==> src/rtl/mem_stage_lsu_if.sv <==
// Data-memory bus between the MEM-stage LSU (master) and the data memory (slave):
// a valid/ready request channel and a valid-only response channel.
interface mem_stage_lsu_if #(
   parameter int XLEN = 64
);
   logic              mem_req_valid;
   logic              mem_req_ready;
   logic              mem_req_we;
   logic [XLEN-1:0]   mem_req_addr;
   logic [XLEN-1:0]   mem_req_wdata;
   logic [XLEN/8-1:0] mem_req_wstrb;
   logic              mem_resp_valid;
   logic [XLEN-1:0]   mem_resp_rdata;

   modport master (
      output mem_req_valid, mem_req_we, mem_req_addr, mem_req_wdata, mem_req_wstrb,
      input  mem_req_ready, mem_resp_valid, mem_resp_rdata
   );

   modport slave (
      input  mem_req_valid, mem_req_we, mem_req_addr, mem_req_wdata, mem_req_wstrb,
      output mem_req_ready, mem_resp_valid, mem_resp_rdata
   );
endinterface

==> src/rtl/mem_stage_lsu.sv <==
// MEM-stage load/store unit: one memory request per access, pipeline stall until done,
// byte-lane placement for stores and extract/extend for loads. Optional LSU_MISALIGN_TRAP_EN.
module mem_stage_lsu #(
   parameter  int XLEN = 64,
   localparam int OFFW = $clog2(XLEN/8)
) (
   input  logic            clk,
   input  logic            reset,
   input  logic            mem_read_in,
   input  logic            mem_write_in,
   input  logic [2:0]      funct3_in,
   input  logic [XLEN-1:0] addr_in,
   input  logic [XLEN-1:0] wdata_in,
   mem_stage_lsu_if.master mem,
   output logic            stall_out,
   output logic            load_valid_out,
   output logic [XLEN-1:0] load_data_out,
   output logic            misalign_out
);

   localparam int         NB     = XLEN/8;
   localparam logic [1:0] MAX_SZ = 2'(OFFW);
`ifdef LSU_MISALIGN_TRAP_EN
   localparam bit TRAP_EN = 1'b1;
`else
   localparam bit TRAP_EN = 1'b0;
`endif

   typedef enum logic [1:0] {IDLE, REQ, RESP, DONE} state_t;
   state_t state_q, state_d;

   logic            access, we_in, mis_in;
   logic [1:0]      sz_in, sz_q;
   logic [OFFW-1:0] align_mask, off_in, off_q;
   logic            sext_q, mis_q;
   logic [6:0]      ext_sh;
   logic [XLEN-1:0] rsh, rsh_l, ext;

   // A simultaneous read and write is treated as a load.
   assign access     = mem_read_in | mem_write_in;
   assign we_in      = mem_write_in & ~mem_read_in;
   assign sz_in      = (funct3_in[1:0] > MAX_SZ) ? MAX_SZ : funct3_in[1:0];
   assign align_mask = OFFW'((1 << sz_in) - 1);
   assign mis_in     = |(addr_in[OFFW-1:0] & align_mask);
   // Without the trap, sub-size offset bits are dropped so the access snaps to its natural boundary.
   assign off_in     = TRAP_EN ? addr_in[OFFW-1:0] : (addr_in[OFFW-1:0] & ~align_mask);

   // NOTE: sequential state uses non-blocking assignments so every flop samples pre-edge values.
   always_ff @(posedge clk or negedge reset) begin
      if (!reset) state_q <= IDLE;
      else        state_q <= state_d;
   end

   // Payload is captured once in IDLE and held untouched until the next access.
   always_ff @(posedge clk or negedge reset) begin
      if (!reset) begin
         mem.mem_req_we    <= 1'b0;
         mem.mem_req_addr  <= '0;
         mem.mem_req_wdata <= '0;
         mem.mem_req_wstrb <= '0;
         sz_q              <= '0;
         off_q             <= '0;
         sext_q            <= 1'b0;
         mis_q             <= 1'b0;
      end else if (state_q == IDLE && access) begin
         mem.mem_req_we    <= we_in;
         mem.mem_req_addr  <= {addr_in[XLEN-1:OFFW], {OFFW{1'b0}}};
         mem.mem_req_wdata <= wdata_in << {off_in, 3'b000};
         mem.mem_req_wstrb <= we_in ? (NB'((1 << (1 << sz_in)) - 1) << off_in) : '0;
         sz_q              <= sz_in;
         off_q             <= off_in;
         sext_q            <= ~funct3_in[2];
         mis_q             <= TRAP_EN & mis_in;
      end
   end

   always_ff @(posedge clk or negedge reset) begin
      if (!reset)                                      load_data_out <= '0;
      else if (state_q == RESP && mem.mem_resp_valid)  load_data_out <= ext;
   end

   // Left-justify the selected field, then shift back arithmetically or logically to extend it.
   always_comb begin
      rsh    = mem.mem_resp_rdata >> {off_q, 3'b000};
      ext_sh = 7'(XLEN - (8 << sz_q));
      rsh_l  = rsh << ext_sh;
      ext    = sext_q ? $unsigned($signed(rsh_l) >>> ext_sh) : (rsh_l >> ext_sh);
   end

   // NOTE: next-state defaults to the current state first, so no path can infer a latch.
   always_comb begin
      state_d = state_q;
      case (state_q)
         IDLE:    if (access) state_d = (TRAP_EN && mis_in) ? DONE : REQ;
         REQ:     if (mem.mem_req_ready) state_d = mem.mem_req_we ? DONE : RESP;
         RESP:    if (mem.mem_resp_valid) state_d = DONE;
         DONE:    state_d = IDLE;
         default: state_d = IDLE;
      endcase
   end

   assign mem.mem_req_valid = (state_q == REQ);
   assign stall_out         = (state_q == IDLE && access) || (state_q == REQ) || (state_q == RESP);
   assign load_valid_out    = (state_q == DONE) && !mem.mem_req_we && !mis_q;
   assign misalign_out      = (state_q == DONE) && mis_q;

endmodule

==> src/flat_wrapper.sv <==
// flat-port wrapper written by rule: the top's interface ports become plain ports
module mem_stage_lsu_flat 
#(
   parameter  int XLEN = 64,
   localparam int OFFW = $clog2(XLEN/8)
)
  (clk, reset, mem_read_in, mem_write_in, funct3_in, addr_in, wdata_in, stall_out, load_valid_out, load_data_out, misalign_out, mem_mem_req_valid, mem_mem_req_we, mem_mem_req_addr, mem_mem_req_wdata, mem_mem_req_wstrb, mem_mem_req_ready, mem_mem_resp_valid, mem_mem_resp_rdata);
  mem_stage_lsu_if #(.XLEN(XLEN)) mem_i ();
  input  logic clk;
  input  logic reset;
  input  logic mem_read_in;
  input  logic mem_write_in;
  input  logic [2:0] funct3_in;
  input  logic [XLEN-1:0] addr_in;
  input  logic [XLEN-1:0] wdata_in;
  output logic stall_out;
  output logic load_valid_out;
  output logic [XLEN-1:0] load_data_out;
  output logic misalign_out;
  output wire logic [$bits(mem_i.mem_req_valid)-1:0] mem_mem_req_valid;
  output wire logic [$bits(mem_i.mem_req_we)-1:0] mem_mem_req_we;
  output wire logic [$bits(mem_i.mem_req_addr)-1:0] mem_mem_req_addr;
  output wire logic [$bits(mem_i.mem_req_wdata)-1:0] mem_mem_req_wdata;
  output wire logic [$bits(mem_i.mem_req_wstrb)-1:0] mem_mem_req_wstrb;
  input wire logic [$bits(mem_i.mem_req_ready)-1:0] mem_mem_req_ready;
  input wire logic [$bits(mem_i.mem_resp_valid)-1:0] mem_mem_resp_valid;
  input wire logic [$bits(mem_i.mem_resp_rdata)-1:0] mem_mem_resp_rdata;
  assign mem_mem_req_valid = mem_i.mem_req_valid;
  assign mem_mem_req_we = mem_i.mem_req_we;
  assign mem_mem_req_addr = mem_i.mem_req_addr;
  assign mem_mem_req_wdata = mem_i.mem_req_wdata;
  assign mem_mem_req_wstrb = mem_i.mem_req_wstrb;
  assign mem_i.mem_req_ready = mem_mem_req_ready;
  assign mem_i.mem_resp_valid = mem_mem_resp_valid;
  assign mem_i.mem_resp_rdata = mem_mem_resp_rdata;
  mem_stage_lsu #(.XLEN(XLEN)) u_core (.clk(clk), .reset(reset), .mem_read_in(mem_read_in), .mem_write_in(mem_write_in), .funct3_in(funct3_in), .addr_in(addr_in), .wdata_in(wdata_in), .mem(mem_i), .stall_out(stall_out), .load_valid_out(load_valid_out), .load_data_out(load_data_out), .misalign_out(misalign_out));
endmodule
==> config.mk <==
export PLATFORM = sky130hd
export DESIGN_NAME = mem_stage_lsu_flat
export DESIGN_NICKNAME = d
export VERILOG_FILES = /design/src/rtl/mem_stage_lsu_if.sv /design/src/rtl/mem_stage_lsu.sv /design/src/flat_wrapper.sv
export SDC_FILE = /design/constraint.sdc
export NUM_CORES = 1
export LEC_CHECK = 0
export BUFFER_PORTS_ARGS = -buffer_cell sky130_fd_sc_hd__buf_2
export CAP_MARGIN = 0
export CORE_MARGIN = 2
export CORE_UTILIZATION = 40
export CTS_BUF_LIST = sky130_fd_sc_hd__clkbuf_8
export DETAILED_ROUTE_END_ITERATION = 7
export PLACE_DENSITY = 0.67
export SYNTH_ARGS = -nofsm -noshare
export SYNTH_HDL_FRONTEND = slang
export SYNTH_SLANG_ARGS = --single-unit
==> constraint.sdc <==
create_clock -name clk -period 2.4 [get_ports clk]
set_clock_uncertainty 0.1 [all_clocks]
set_input_delay 0 -clock clk [delete_from_list [all_inputs] [get_ports clk]]
set_output_delay 0 -clock clk [all_outputs]
set_load 0.005 [all_outputs]
---- Word-level counts from Yosys, hierarchy flattened ----
Cells that the tools add are included.
storage, ports and cells
  logic and storage cells ................. 50
  bits in registers ....................... 206
cells by class
  mux-type cells .......................... 8
  bitwise logic cells ..................... 6
  reductions and logical operators ........ 8
  $lt $le $gt $ge ......................... 1
  equal/unequal tests ..................... 6
  shift operators ......................... 9
  $add $sub $neg .......................... 3
operator list
  cell                                                    number
  two-way mux 64 bit                                      1
  << shifter 64 x 6 -> 64 bit                             1
  << shifter 64 x 7 -> 64 bit                             1
  right shift 64 x 6 -> 64 bit                            1
  right shift 64 x 7 -> 64 bit                            1
  >>> shifter 64 x 7 -> 64 bit                            1
  << shifter 1 x 2 -> 32 bit (first input constant)       1
  << shifter 1 x 32 -> 8 bit (first input constant)       1
  two-way mux 2 bit                                       4
  two-way mux 8 bit                                       1
  one-hot mux 2 bit (4 select lines)                      1
  << shifter 8 x 3 -> 8 bit                               1
  subtractor 8 x 2 -> 8 bit (second input constant)       1
  << shifter 4 x 2 -> 7 bit (first input constant)        1
  subtractor 7 bit (first input constant)                 1
  equality test 2 bit (second input constant)             2
  inequality test 2 x 1 -> 1 bit (second input constant)  2
  bitwise AND 3 bit                                       1
  logical AND 1 bit                                       3
  inverter 3 bit                                          1
  AND reduction 3 bit                                     1
  subtractor 3 x 2 -> 3 bit (second input constant)       1
  equality test 2 x 1 -> 1 bit (second input constant)    1
  greater-than comparator 2 bit (second input constant)   1
  8 further kinds                                         10

---- Depth between registers and ports, before layout ----
  depth after elaboration ................. 8
  mapped depth ............................ 10
  depth with buffers taken out ............ 7

---- Worst setup path before layout ----
Ideal clock, no wire load.
  path kind ............................... reg2reg
  start point ............................. register u_core.off_q[1]
  end point ............................... register u_core.load_data_out[57]
  path slack .............................. 0.165 ns
  arrival time ............................ 2.011 ns
  period minus slack after synthesis ...... 2.235 ns
  stages on the path, launching flop included .. 8
  path buffers ............................ 2
  data required time ...................... 2.176 ns
  cells stage by stage .................... dfrtp_1 buf_6 mux2_4 mux4_2 nand4_4 nand3_4 buf_6 a211o_1
on the way
  cells in the longest elaborated chain, start to end .. 4
RTL lines
  element                                                                              line                 text
  from (decl)                                                                          mem_stage_lsu.sv:34  logic [OFFW-1:0] align_mask, off_in, off_q;
  from (signal assigned)                                                               mem_stage_lsu.sv:71  off_q <= off_in;
  right shift 64 x 6 -> 64 bit (*)                                                     mem_stage_lsu.sv:84  rsh = mem.mem_resp_rdata >> {off_q, 3'b000};
  << shifter 64 x 7 -> 64 bit (*)                                                      mem_stage_lsu.sv:86  rsh_l = rsh << ext_sh;
  right shift 64 x 7 -> 64 bit / >>> shifter 64 x 7 -> 64 bit (equally long branches)  mem_stage_lsu.sv:87  ext = sext_q ? $unsigned($signed(rsh_l) >>> ext_sh) : (rsh_l >> ext_sh);
  two-way mux 64 bit (*)                                                               mem_stage_lsu.sv:87
  to (signal assigned)                                                                 mem_stage_lsu.sv:79  else if (state_q == RESP && mem.mem_resp_valid) load_data_out <= ext;
  to (decl)                                                                            mem_stage_lsu.sv:17  output logic [XLEN-1:0] load_data_out,
Every way passes the cells marked *; elsewhere a longest branch is shown, timed or not.
A chain may end at the register's enable or synchronous reset.

---- Worst setup path in the final report ----
  start point ............................. register u_core.off_q[1]
  end point ............................... register u_core.load_data_out[35]
Same word-level chain as after synthesis.

==> results.md <==
Status:
- The run finished with clean final reports.

GRT:
- The total overflow reported by the global router is 0.
- The initial antenna violation count is 3.
- The combined global-route utilization of all metal layers is 31.1%.
- The first-pass GRT wire length is 69500 µm.
- The met2 global-route usage is 53.7%.
- The met1 capacity usage during global routing is 35.5%.
- Entering global routing, the biggest net connects 78 pins.
- The global routing met3 resource utilization is 7.60%.
- The layer with the highest usage is met2.
- The via count of the first global-routing pass came to 12600.

Timing:
- The number of slew-limit violations in the final report was 0.
- The transition time at the pin with the least slew margin is 713 ps.
- Derived from the worst setup path, the maximum achievable clock frequency is 428 MHz.
- The remaining max-slew budget at the tightest pin is 52.3%.
- Setup repair after global routing could not meet its margin everywhere.
- The final count of hold timing violations is 0.
- The number of setup violations in the final report is 0.
- The worst path in the final design needs a cycle of 2330 ps, including I/O delays and setup.
- The fraction of the cycle the final worst path needs is 97.3%.
- The slack of the critical path is 65.9 ps.

Clocking:
- The number of levels the H-tree was split into is 2.
- TritonCTS built the clock tree.
- The clock latency at the later pin of the worst-skew pair is 550 ps.
- The number of clock sinks is 206.
- The largest buffer count on any clock path is 3.
- Clock-pin slew was measured on the worst setup and hold paths at 60 ps.
- The number of buffers inserted during clock tree synthesis is 38.
- Clock tree synthesis selected as its root buffer the cell clkbuf_8.

Synthesis:
- The simple-gate share of the synthesized area is 19.0%.
- The library cell with the highest instance count after synthesis is nand2_1.
- The number of standard cells after synthesis is 1195.
- The number of synthesized flops with an enable pin is 0.
- The count of synthesis-stage warnings from yosys is 0.
- In the synthesized netlist, the cells that appear most often are nand2_1 (342), dfrtp_1 (206), mux2i_1 (106).
- The netlist uses 54 different library cells.
- Synthesis inferred 206 register bits.
- The top cell type's share of synthesized area is 46.6%.
- The combinational family with the most area after synthesis is simple AND/OR/NAND/NOR gates.
- In the synthesized netlist the async set-or-reset flop fraction comes to 100%.
- The synthesized netlist devotes 0.0792% of its cell area to XOR and XNOR gates.
- The synthesized design spends more area on one cell type than any other, namely dfrtp_1.
- The average footprint of a synthesized cell is 9.25 µm².
- After synthesis, the share of cell area in mux cells is 12.8%.
- Sorting the synthesized cells by area gives the leading types as dfrtp_1 (47%), nand2_1 (12%), mux2i_1 (9.6%).
- The share of the synthesized area in compound gates (AO/OA/AOI/OAI) is 16.8%.
- The synthesized area is 11100 µm².
- The post-synthesis share of cell area spent on full adders, half adders and majority gates is 0.566%.
- The leading register cell type out of synthesis is dfrtp_1.
- The fraction of the yosys area taken by sequential cells is 46.6%.

Floorplanning:
- The number of primary I/O pins is 406.
- The placeable core region is 27000 µm².
- The standard-cell row count is 60.
- The horizontal die dimension is 170 µm.
- The starting utilization of the core area is 40.9%.
- The die is 170 µm tall.
- The total die area is 29000 µm².

Critical path:
- Data arrives at the worst endpoint at 2640 ps.
- The required time at the worst-slack endpoint is 2710 ps.
- Walking the worst path, the cells encountered are mux2_2 > mux4_2 > nand4_4 > nand3_4 > buf_12 > a221o_1.
- In this design, the stage delay of the slowest critical-path cell is 540 ps.
- The kind of end point of the critical path is a register.
- The critical-path maximum fanout is 31.
- The critical path in this run is classified as reg -> reg.
- The slowest stage of the critical path is the mux4_2 cell.
- The category of the worst setup path launch point is a register.

Layout:
- The design area is 16600 µm².
- Compared with the post-synthesis result, the final layout area differs by 50.1%.
- The net count of the finished layout is 2003.
- The count of filler cells inserted in the layout is 2195.
- Cells fill 61.4% of the core in the end.
- The post-route netlist has 29.6% of its cells at a drive strength greater than 1.

Power:
- The reported net switching power is 7.48 mW.
- The register share of total power is 32.9%.
- The part of the power in the clock network is 18.8%.
- The leakage power total is 8.70 nW.
- The internal portion of total power is 11.4 mW.
- Dividing total power by cell area gives a power density of 1140 nW/µm².
- The part of the total power dissipated in combinational logic is 48.3%.
- The switching power share of the total is 39.7%.
- VDD sags by at most 0.668 mV.

Drt:
- After detailed routing, the average wire length per cell comes to 21.5 µm.
- The first TritonRoute pass finished after 7 iterations.
- The vias per cell is 5.64.
- The count of antenna-violating nets left after detailed routing is 0.
- The number of violations reported at the end of detailed-routing iteration 0 is 1112.
- For this run, design rule violations remaining after detail routing come to 0.
- The routed layout has 12200 vias.
- The routed design has 46600 µm of wire.

Hold path:
- In this run the worst hold path is classified as in -> reg.

Job:
- Max-cap violations in this run came to 0.

Placement:
- At the placement stage, the worst setup path has a slack of 94.3 ps.
- The count of buffers from port buffering is 401.
- The instance area at placement is 13500 µm².
- The final weighted congestion in routability-driven placement is 0.929.
- The detailed placement HPWL is 30400 µm.
==> flip-flops by register name, indices dropped and copies added (netlist names) <==
name,flops
u_core.sz_q,2
u_core.mem.mem_req_wstrb,8
u_core.state_q,2
u_core.load_data_out,64
u_core.mem.mem_req_wdata,64
u_core.sext_q,1
u_core.mem.mem_req_we,1
u_core.mem.mem_req_addr,61
u_core.off_q,3
==> worst paths after layout <==
check,from,depth (start not counted),slack [ps],endpoint
max in group asynchronous,reset,4,1190,u_core.mem.mem_req_wdata[5]
min in group asynchronous,reset,3,400,u_core.load_data_out[8]
min reg2reg,u_core.mem.mem_req_addr[51],2,370,u_core.mem.mem_req_addr[51]
max,u_core.off_q[1],6,70,u_core.load_data_out[35]
min,mem_mem_resp_rdata[46],4,20,u_core.load_data_out[46]
max reg2reg,u_core.off_q[1],6,70,u_core.load_data_out[35]
==> final cells by class <==
class                           instances  area, µm²  share of cell area (%)
Timing Repair Buffer                  661       4710                    28.4
Clock inverter                         22        139                   0.837
Multi-Input combinational cell        885       5480                    33.0
Clock buffer                           47        647                    3.90
Inverter                                5       18.8                   0.113
Tap cell                              341        427                    2.57
Antenna cell                            3       7.51                  0.0452
Sequential cell                       206       5160                    31.1
==> critical path: cells and delay by family (launching register included) <==
| kind | cells | cell delay (ps) |
|---|---|---|
| multiplexers | 2 | 900 |
| AO/OA/AOI/OAI | 1 | 270 |
| flip-flops | 1 | 490 |
| AND/OR/NAND/NOR | 2 | 260 |
| buffers and inverters | 1 | 180 |
==> routing by layer <==
layer	up-vias	wire, µm
li1	5423	-
met5	-	0
met2	768	22700
met4	0	2530
met1	5861	17300
met3	177	4050
==> kinds of logic (layout without fill, tap and decap cells) <==
group	Yosys count	after routing
buf+inv	107	735
other cells	1	7
flops	206	206
mux	126	126
xor+xnor	1	1
simple gates	491	491
fa+ha+maj	5	5
compound gates	258	258
==> repair_timing <==
item,in CTS,in global routing
endpoints found under the hold margin,391,0
resized for setup,0,3
buffers inserted,0,1
hold buffers,215,0
endpoints found under the setup margin,0,6
==> cells in the final DEF (no fill, tap or decap), types with 13 or more instances in the layout <==
cell type / count
inv_1: 17
a21oi_1: 35
mux2i_1: 106
nor2b_1: 18
dlygate4sd3_1: 213
buf_4: 32
a22o_1: 25
nand3_1: 13
buf_2: 400
clkbuf_8: 48
nand2_1: 340
o21ai_0: 54
a31oi_1: 21
nor2_1: 56
a211o_1: 17
a221o_1: 29
a211oi_1: 35
dfrtp_1: 203
nand2b_1: 13
==> per-stage QoR <==
step / cells / hold slack, ps / setup TNS, ps / power (mW)
after global placement: 1880 / -2.68 / 0 / 13.8
after detailed placement: 1880 / -1.35 / 0 / 14.0
after global routing: 2170 / 20.4 / -5.09 / 20.1
final: 2170 / 23.8 / 0 / 18.8
after CTS: 2164 / 1.37 / 0 / 18.4
after floorplan: 1198 / -396 / 0 / 10.5
==> power groups by stage <==
stage / Clock, mW / Sequential (mW) / Combinational, mW
2_1_floorplan: 0 / 6.10 / 4.35
3_3_place_gp: 0 / 6.13 / 7.72
3_5_place_dp: 0 / 6.15 / 7.85
4_1_cts: 3.58 / 6.13 / 8.70
5_1_grt: 3.77 / 6.38 / 9.91
6_report: 3.54 / 6.20 / 9.11
No activity file was read; power rests on OpenSTA's default activity.
